--- config.mk ---
export PLATFORM = sky130hd
export DESIGN_NAME = sample_framer
export DESIGN_NICKNAME = d
export VERILOG_FILES = /design/src/rtl/sample_framer.sv
export SDC_FILE = /design/constraint.sdc
export NUM_CORES = 1
export LEC_CHECK = 0
export CORE_MARGIN = 2
export CORE_UTILIZATION = 44
export CTS_BUF_LIST = sky130_fd_sc_hd__clkbuf_8
export CTS_CLUSTER_SIZE = 20
export DETAILED_ROUTE_END_ITERATION = 8
export GPL_TIMING_DRIVEN = 0
export SLEW_MARGIN = 10
export SYNTH_ARGS = -nofsm -noshare
export SYNTH_HDL_FRONTEND = slang
export SYNTH_SLANG_ARGS = --single-unit
--- constraint.sdc ---
create_clock -name clk -period 5.2 [get_ports clk]
set_input_delay 0.78 -clock clk [delete_from_list [all_inputs] [get_ports clk]]
set_output_delay 0.78 -clock clk [all_outputs]
set_load 0.02 [all_outputs]
--- src/rtl/sample_framer.sv ---
// Sample framer: buffers accepted samples in a FIFO, tags frame boundaries
// and presents them through a registered valid/ready output stage.
module sample_framer #(
  parameter int SIZE_DATA  = 16,
  parameter int FRAME_LEN  = 8,
  parameter int FIFO_DEPTH = 16
) (
  input  logic                          clk,
  input  logic                          reset,
  input  logic signed [SIZE_DATA-1:0]   input_data,
  input  logic                          input_valid,
  output logic signed [SIZE_DATA-1:0]   out_data,
  output logic                          out_first,
  output logic                          out_last,
  output logic                          out_valid,
  input  logic                          out_ready,
  output logic [$clog2(FIFO_DEPTH):0]   fifo_level,
  output logic [15:0]                   overflow_count
);

  localparam int AW = $clog2(FIFO_DEPTH);
  localparam int LW = AW + 1;
  localparam int IW = $clog2(FRAME_LEN);
  localparam int EW = SIZE_DATA + 2;

  // Stream handshake: a sample transfers on a rising edge where out_valid and
  // out_ready are both high; out_valid is purely registered.

  logic [EW-1:0] mem [FIFO_DEPTH];
  logic [AW-1:0] wr_ptr, rd_ptr;
  logic [IW-1:0] idx;
  logic          full, empty;
  logic          push, pop;
  logic [LW-1:0] level_next;
  logic          tag_first, tag_last;
  logic [EW-1:0] head;

  // full is the registered flag, so a write into a full FIFO is dropped even
  // when the output stage pops in the same cycle.
  assign push      = input_valid && !full;
  assign pop       = !empty && (!out_valid || out_ready);
  assign tag_first = (idx == '0);
  assign tag_last  = (idx == IW'(FRAME_LEN - 1));
  assign head      = mem[rd_ptr];

  always_comb begin
    level_next = fifo_level;
    if (push && !pop)
      level_next = fifo_level + LW'(1);
    else if (!push && pop)
      level_next = fifo_level - LW'(1);
  end

  always_ff @(posedge clk) begin
    if (push)
      mem[wr_ptr] <= {tag_first, tag_last, input_data};
  end

  always_ff @(posedge clk or negedge reset) begin
    if (!reset) begin
      wr_ptr         <= '0;
      rd_ptr         <= '0;
      idx            <= '0;
      fifo_level     <= '0;
      full           <= 1'b0;
      empty          <= 1'b1;
      overflow_count <= '0;
    end else begin
      fifo_level <= level_next;
      full       <= (level_next == LW'(FIFO_DEPTH));
      empty      <= (level_next == '0);
      if (push) begin
        wr_ptr <= wr_ptr + AW'(1);
        idx    <= tag_last ? '0 : idx + IW'(1);
      end
      if (pop)
        rd_ptr <= rd_ptr + AW'(1);
      if (input_valid && full && overflow_count != 16'hFFFF)
        overflow_count <= overflow_count + 16'd1;
    end
  end

  always_ff @(posedge clk or negedge reset) begin
    if (!reset) begin
      out_data  <= '0;
      out_first <= 1'b0;
      out_last  <= 1'b0;
      out_valid <= 1'b0;
    end else if (pop) begin
      out_first <= head[EW-1];
      out_last  <= head[EW-2];
      out_data  <= head[SIZE_DATA-1:0];
      out_valid <= 1'b1;
    end else if (out_valid && out_ready) begin
      out_valid <= 1'b0;
    end
  end

endmodule

==> flow_summary.json, run 1 <==
{
  "cts.sinks": 341,
  "htree_levels": 2,
  "synth_area_mm2": 0.0134,
  "fin_nets": 845,
  "leakagePower_nw": 5.44,
  "core-area_mm2": 0.0298,
  "max_freq_ghz": 0.326,
  "synth_cell_types": 44,
  "ys.flop_type": "edfxtp_1",
  "relSlewSlack": 0.166,
  "place_congestion": 0.800,
  "die_area_mm2": 0.0318,
  "syn_nets": 726,
  "fp.dieW_um": 178,
  "hpwlAfterDp_um": 17200,
  "syn_inst": 695,
  "dr_total_vias": 6902,
  "n_antenna_cell": 0,
  "cp_max_fo": 18,
  "first_pass_iters": 5,
  "status": "completed",
  "post_route_cells_drive_above_1_share": 0.207,
  "core.rowCount": 63,
  "synth_edf_count": 288,
  "synth-seq-cells": 341,
  "fin_hold_ws_ps": 277,
  "tightest_slew_ps": 1250,
  "busiest_layer": "met2",
  "avgSynthCellArea_um2": 19.2,
  "use_met2": 0.307,
  "clockBufferDepth": 3,
  "cts.clk_slew.worst_paths_ps": 60,
  "ant_nets": 0,
  "seq_area_frac_synth": 0.746,
  "start_util": 0.449,
  "antenna_found_initial": 1,
  "drt_iter0_drc": 480,
  "fin_util": 0.521,
  "drt_wl_total_um": 29300,
  "setup_tns_ps": 0,
  "hold_buffers": 0,
  "grt_pass1_wl_um": 44100,
  "remaining_drc_errors": 0,
  "cts_resized": 0,
  "wl_per_cell_um": 23.4,
  "slew_viol_final": 0,
  "via_per_inst": 5.52,
  "irDropWorstVdd_v": 0.000216,
  "cts_buffers": 55,
  "grt_setup_unrepaired": "false",
  "final-hold-violation-count": 0,
  "cp_data_arrival_time_ps": 3260,
  "power.density_mw_per_mm2": 523,
  "die_h_um": 178,
  "grt_pass1_vias": 7355,
  "hold_class": "input port to async pin",
  "startpoint_type": "input port",
  "setup_violations": 0,
  "use_met1": 0.264,
  "cp_data_required_time_ps": 5400,
  "tritoncts": "built",
  "grt_max_degree": 54,
  "async_flop_share": 0.155,
  "crit_type": "input port to register",
  "root_buffer": "clkbuf_8",
  "min_period_ps": 3060,
  "crit_path_end_kind": "register",
  "portBuffers": 59,
  "grt_use_total": 0.192,
  "met3_usage": 0.0354,
  "io_pins": 60,
  "min_period_over_period": 0.589,
  "clock_skew_ps": 22.2,
  "yosysWarnings": 0,
  "cts_setup_buffers": 0,
  "area_delta_synth_final_pct": 16.1,
  "grt.overflow.total": 0,
  "clk_latency_ps": 600,
  "maxCapViolations": 0
}
path summary, 6_finish.rpt:
path / start / to / slack [ps] / cells after the start
worst max-delay path: input_valid / mem[7][15] / 2140 / 6
worst min-delay path: reset / overflow_count[4] / 280 / 1
worst max register to register: full / mem[7][15] / 2390 / 5
worst min register to register: overflow_count[5] / overflow_count[5] / 490 / 1
max in group asynchronous: reset / out_data[9] / 4410 / 1
min in group clk: overflow_count[5] / overflow_count[5] / 490 / 1
synthesized netlist by cell type, drive strengths merged (2+ instances only):
library cell    n  area (um2)
or3             3        18.8
ha             11         138
mux4           70        1580
clkbuf          9        33.8
and3            4        26.3
nor2           26        97.6
xnor2          12         105
nor2b           4        25.0
mux2i          36         360
xor2           10        87.6
buf            21         114
or4             2        15.0
dfrtp          52        1300
and2           17         106
nand3          15        85.1
a211oi          2        15.0
edfxtp        288        8650
nor3            7        35.0
nand2b          3        18.8
inv            11        41.3
mux2            2        22.5
and4            2        17.5
nand2          22        82.6
o21ai          26         130
nor4            4        25.0
nand4           5        31.3
a21oi          19        95.1
cells in the final DEF, fill, tap and decap left out, drive strengths merged, types with 4 or more instances in the layout:
cell / count
and3: 4
nor2: 26
nand4: 5
xnor2: 12
a21oi: 19
xor2: 10
mux4: 70
buf: 25
mux2i: 36
ha: 11
o21ai: 26
edfxtp: 288
nand3: 15
clkinv: 16
dfrtp: 52
nand2: 22
nor4: 4
inv: 39
and2: 17
clkdlybuf4s50: 58
nor2b: 4
nor3: 7
clkbuf: 69
sequential cells by signal, indices dropped and copies added, names as in the netlist:
| register | cells |
|---|---|
| empty | 1 |
| fifo_level | 5 |
| full | 1 |
| idx | 3 |
| mem | 288 |
| out_data | 16 |
| out_first | 1 |
| out_last | 1 |
| out_valid | 1 |
| overflow_count | 16 |
| rd_ptr | 4 |
| wr_ptr | 4 |
stage by stage:
step	std cells	power [mW]	area, um2	setup slack, ps
after CTS	1249	8.20	15500	2100
final	1251	8.12	15500	2140
after detailed placement	1145	6.08	14500	1480
after floorplan	695	5.20	13400	2900
after global placement	1144	6.00	14400	1480
after global routing	1251	8.53	15500	2020
power by group:
part / switching, mW / internal, mW / leakage (nW)
Combinational: 1.36 / 1.08 / 1.55
Clock: 1.05 / 1.07 / 0.619
Sequential: 0.183 / 3.39 / 3.27
Total: 2.59 / 5.53 / 5.44
layer usage:
layer  part of all wire  wire (um)
met1               0.43      12700
met2               0.48      14100
met3              0.053       1550
met4              0.032        924
met5                  0          0
final cells by class:
| cell class | count | area [um2] |
|---|---|---|
| tap | 390 | 488 |
| sequential | 341 | 9980 |
| inverter | 11 | 41.3 |
| timing repair buffer | 62 | 646 |
| buffer | 30 | 148 |
| multi-input combinational | 313 | 3210 |
| fill | 2390 | 14300 |
| clock buffer | 60 | 826 |
| clock inverter | 44 | 190 |
cells by family (layout without fill, tap and decap cells):
group	after synthesis	in the layout	share of synthesized area
flip-flops	341	341	0.746
multiplexers	108	108	0.147
buffers and inverters	41	207	0.0141
AND/OR/NAND/NOR	118	118	0.0461
adder cells (fa/ha/maj)	11	11	0.0103
AO/OA/AOI/OAI	54	54	0.0223
XOR/XNOR	22	22	0.0144
critical path: stages:
cell and delay, ps:
clkdlybuf4s50_1 520, and2b_1 260, clkbuf_1 390, nand2_1 120, nor2_1 190, and2_1 990
Note: power is estimated with default switching activity, not from simulation.
==> run 2, diff against run 1 <==
clock period = 2.9 ns   (was 5.2 ns; I/O delays follow)
==> run 2 against run 1 <==
Register-to-register slack got worse by 2100 ps; sequential share of layout area shrank 0.052 points; total power grew 79%; cell area about the same; hold slack improved by 200 ps; non-clock buffer count grew 1; global-route usage is essentially flat; combinational power up 80%.
==> flow_summary.json, run 2 (synthesized netlist as in run 1, its figures left out) <==
{
  "status": "completed",
  "setup_tns_ps": 0,
  "n_antenna_cell": 0,
  "max_freq_ghz": 0.389,
  "wl_per_cell_um": 23.4,
  "post_route_cells_drive_above_1_share": 0.209,
  "grt_max_degree": 54,
  "portBuffers": 59,
  "antenna_found_initial": 1,
  "die_h_um": 178,
  "core-area_mm2": 0.0298,
  "cp_data_required_time_ps": 3190,
  "ant_nets": 0,
  "clock_skew_ps": 25.6,
  "leakagePower_nw": 5.45,
  "final_common_cell": "edfxtp_1",
  "cts.clk_slew.worst_paths_ps": 60,
  "min_period_ps": 2570,
  "crit_path_end_kind": "register",
  "final-hold-violation-count": 0,
  "first_pass_iters": 5,
  "grt_pass1_wl_um": 44100,
  "tritoncts": "built",
  "grt_setup_unrepaired": "false",
  "maxCapViolations": 0,
  "core.rowCount": 63,
  "cts.sinks": 341,
  "grt_pass1_vias": 7367,
  "clockBufferDepth": 3,
  "min_period_over_period": 0.887,
  "drt_wl_total_um": 29300,
  "setup_violations": 0,
  "area_delta_synth_final_pct": 16.2,
  "startpoint_type": "register",
  "power.density_mw_per_mm2": 937,
  "clk_latency_ps": 600,
  "tightest_slew_ps": 1260,
  "slew_viol_final": 0,
  "drt_iter0_drc": 492,
  "fin_nets": 846,
  "cts_buffers": 55,
  "crit_type": "register to register",
  "io_pins": 60,
  "place_congestion": 0.800,
  "relSlewSlack": 0.158,
  "cts_setup_buffers": 0,
  "via_per_inst": 5.51,
  "fp.dieW_um": 178,
  "largest_register": "mem",
  "grt.overflow.total": 0,
  "hpwlAfterDp_um": 17200,
  "grt_use_total": 0.192,
  "root_buffer": "clkbuf_8",
  "htree_levels": 2,
  "largest_register_ff_count": 288,
  "final_cell_mix": "edfxtp_1, mux4_2, clkbuf_8",
  "start_util": 0.449,
  "die_area_mm2": 0.0318,
  "remaining_drc_errors": 0,
  "cp_data_arrival_time_ps": 2860,
  "irDropWorstVdd_v": 0.000388,
  "cp_max_fo": 10,
  "dr_total_vias": 6898,
  "hold_class": "input port to async pin",
  "power_mw": 14.6,
  "largest_registers": "mem x288, out_data x16, overflow_count x16"
}
run 2: cell count changes in the layout (fill, tap and decap cells not counted), sizes merged:
| cell | previous run | this run |
|---|---|---|
| dlygate4sd3 | 0 | 1 |
run 2: area by class of cell:
cell class / count / area [um2]
clock buffers: 60 / 826
clock inverters: 44 / 190
plain buffers: 30 / 148
fillers: 2393 / 14300
multi-input cells: 313 / 3220
inverters: 11 / 41.3
well taps: 390 / 488
repair buffers: 63 / 656
flip-flops and latches: 341 / 9980
run 2: worst paths after layout:
| kind | slack, ps | depth (start not counted) | from | to |
|---|---|---|---|---|
| min in group clk | 490 | 1 | overflow_count[5] | overflow_count[5] |
| worst max register to register | 330 | 6 | full | mem[4][7] |
| worst min-delay path | 470 | 2 | reset | overflow_count[4] |
| worst min register to register | 490 | 1 | overflow_count[5] | overflow_count[5] |
| max in group asynchronous | 1920 | 2 | reset | out_data[9] |
| worst max-delay path | 330 | 6 | full | mem[4][7] |
run 2: what timing repair did:
action	in CTS	in global routing
endpoints found under the setup margin	0	34
resized for setup	0	2
hold buffers	1	0
endpoints found under the hold margin	52	0
run 2: critical path, stage by stage (launching register included):
cell and delay [ps]:
dfrtp_1 410, and2b_1 320, clkbuf_1 390, nand2_1 120
nor2_1 200, and2_1 560, buf_8 260
run 2: through the flow:
| stage | util | hold slack, ps | instance area [um2] | setup WS [ps] | instances |
|---|---|---|---|---|---|
| global route | 0.522 | 495 | 15500 | 171 | 1252 |
| global placement | 0.485 | 472 | 14400 | -472 | 1144 |
| CTS | 0.520 | 470 | 15500 | 25.3 | 1250 |
| detailed placement | 0.485 | 477 | 14500 | -472 | 1145 |
| floorplan | - | 139 | 13400 | 931 | 695 |
| finish | 0.522 | 474 | 15500 | 327 | 1252 |
run 2: metal layers:
metal / vias up / global-route usage / wire length (um) / share of wire
li1: 3018 / - / - / -
met1: 3579 / 0.264 / 12700 / 0.43
met2: 238 / 0.308 / 14100 / 0.48
met3: 63 / 0.0354 / 1630 / 0.055
met4: 0 / 0.0728 / 914 / 0.031
met5: - / 0 / 0 / 0
run 2: power breakdown:
part           internal [mW]  total [mW]  leakage [nW]  switching (mW)
logic                   1.94        4.38          1.55            2.44
clock network           1.91        3.79         0.619            1.87
registers               6.07        6.40          3.27           0.327
total                   9.92        14.6          5.45            4.64
==> run 3, diff against run 2 <==
CORE_UTILIZATION = 50   (was 44)
PLACE_DENSITY = 0.68   (was default)
==> run 3 against run 2 <==
Register-to-register slack lost 90 ps; maximum frequency shrank 3.3%; first-iteration DRC count grew 37%; sequential cell count is the same; the run now ends with DRC left; combinational power is essentially flat; hold slack gained 21 ps; setup slack lost 88 ps.
==> flow_summary.json, run 3 (synthesized netlist as in run 1, its figures left out) <==
{
  "fin_util": 0.593,
  "power.density_mw_per_mm2": 956,
  "regToRegSetupSlack_ps": 240,
  "r2r-start": "full",
  "maxCapViolations": 0,
  "leakagePower_nw": 5.43,
  "post_route_cells_drive_above_1_share": 0.211,
  "fin_nets": 842,
  "clockBufferDepth": 3,
  "cp_max_fo": 18,
  "drt_iter0_drc": 674,
  "reg2reg_depth": 5,
  "grt_max_degree": 54,
  "fillers": 1898,
  "cp-endpoint": "mem[4][10]",
  "largest_register": "mem",
  "min_period_ps": 2660,
  "regToRegEndpoint": "mem[4][10]",
  "antenna_found_initial": 0,
  "root_buffer": "clkbuf_8",
  "core-area_mm2": 0.0261,
  "status": "finished, violations left",
  "crit_start": "full",
  "hpwlAfterDp_um": 16700,
  "cts_buffers": 54,
  "grt_setup_unrepaired": "false",
  "core.rowCount": 59,
  "die_h_um": 168,
  "final_common_cell": "edfxtp_1",
  "setup_violations": 0,
  "io_pins": 60,
  "fin_ws_ps": 239,
  "dr_total_vias": 6882,
  "crit_type": "register to register",
  "clk_latency_ps": 560,
  "cts.sinks": 341,
  "first_pass_iters": 9,
  "relSlewSlack": 0.155,
  "dp_cells": 1089,
  "failed_checks": "DRC",
  "wl_per_cell_um": 24.0,
  "largest_register_ff_count": 288,
  "slew_viol_final": 0,
  "hold_class": "input port to async pin",
  "start_util": 0.512,
  "final_cell_mix": "edfxtp_1, mux4_2, clkbuf_8",
  "grt_pass1_wl_um": 42900,
  "stdcell_count": 1190,
  "final-hold-violation-count": 0,
  "htree_levels": 2,
  "largest_registers": "mem x288, out_data x16, overflow_count x16",
  "max_freq_ghz": 0.376,
  "crit_path_end_kind": "register",
  "cp_data_arrival_time_ps": 2820,
  "startpoint_type": "register",
  "drt_wl_total_um": 28500,
  "power_mw": 14.8,
  "irDropWorstVdd_v": 0.000475,
  "fp.dieW_um": 168,
  "regArea_mm2": 0.00998,
  "tightest_slew_ps": 1270,
  "clock_skew_ps": 13.2,
  "tritoncts": "built",
  "grt.overflow.total": 0,
  "pre_cts_slack_ps": -313,
  "grt_pass1_vias": 7245,
  "area_delta_synth_final_pct": 15.9,
  "cts_setup_buffers": 0,
  "grt_use_total": 0.207,
  "cp_data_required_time_ps": 3060,
  "via_per_inst": 5.78,
  "min_period_over_period": 0.918,
  "setup_tns_ps": 0,
  "cts.clk_slew.worst_paths_ps": 60,
  "ant_nets": 0,
  "place_congestion": 0.829,
  "remaining_drc_errors": 4,
  "multi_input_area_mm2": 0.00321,
  "portBuffers": 59,
  "n_antenna_cell": 0,
  "die_area_mm2": 0.0281
}
==> run 3: cell count changes in the layout (fill, tap and decap cells not counted), sizes merged <==
cell,previous run,this run
clkinvlp,0,1
clkbuf,69,72
bufinv,0,3
clkinv,16,14
inv,39,30
buf,25,22
==> run 3: metrics by stage <==
stage               hold WS, ps  area, um2
detailed placement          496      14400
global placement            476      14400
floorplan                   139      13400
CTS                         504      15500
finish                      495      15500
global route                518      15500
==> run 3: where the power goes <==
group | leakage [nW] | switching [mW] | internal [mW]
Combinational | 1.53 | 2.44 | 1.91
Sequential | 3.27 | 0.341 | 6.08
Clock | 0.634 | 1.80 | 2.25
Total | 5.43 | 4.58 | 10.2
==> run 3: metal layers <==
layer	wire length, um	vias to the layer above	part of all wire	global-route usage
met3	1600	42	0.056	0.0359
met1	12100	3582	0.42	0.281
met5	0	-	0	0
li1	-	3005	-	-
met4	548	0	0.019	0.0601
met2	14300	253	0.50	0.349
==> run 3: layout make-up <==
type | count | share of cell area
timing repair buffer | 60 | 0.0386
multi-input combinational | 313 | 0.207
sequential | 341 | 0.644
buffer | 30 | 0.00953
inverter | 11 | 0.00266
clock buffer | 63 | 0.0560
clock inverter | 37 | 0.0152
tap | 335 | 0.0270
==> run 3: worst min path at each step <==
stage	end	slack [ps]	cells past startpoint	start
2_1_floorplan	fifo_level[0]	140	0	reset
3_3_place_gp	overflow_count[5]	480	1	overflow_count[5]
3_5_place_dp	out_data[14]	500	2	out_data[14]
4_1_cts	out_data[2]	500	2	reset
5_1_grt	overflow_count[5]	520	1	overflow_count[5]
6_report	fifo_level[1]	500	2	reset
==> run 3: repair_timing <==
item / in CTS / in global routing
gates resized for setup: 0 / 1
hold buffers: 1 / 0
setup endpoints to repair: 0 / 7
hold endpoints to repair: 52 / 0
==> run 3: worst max-delay path: stages, from the launching register on <==
cell,delay (ps)
dfrtp_1,410
and2b_1,290
clkbuf_1,330
nand2_1,90
nor2_1,170
and2_1,960
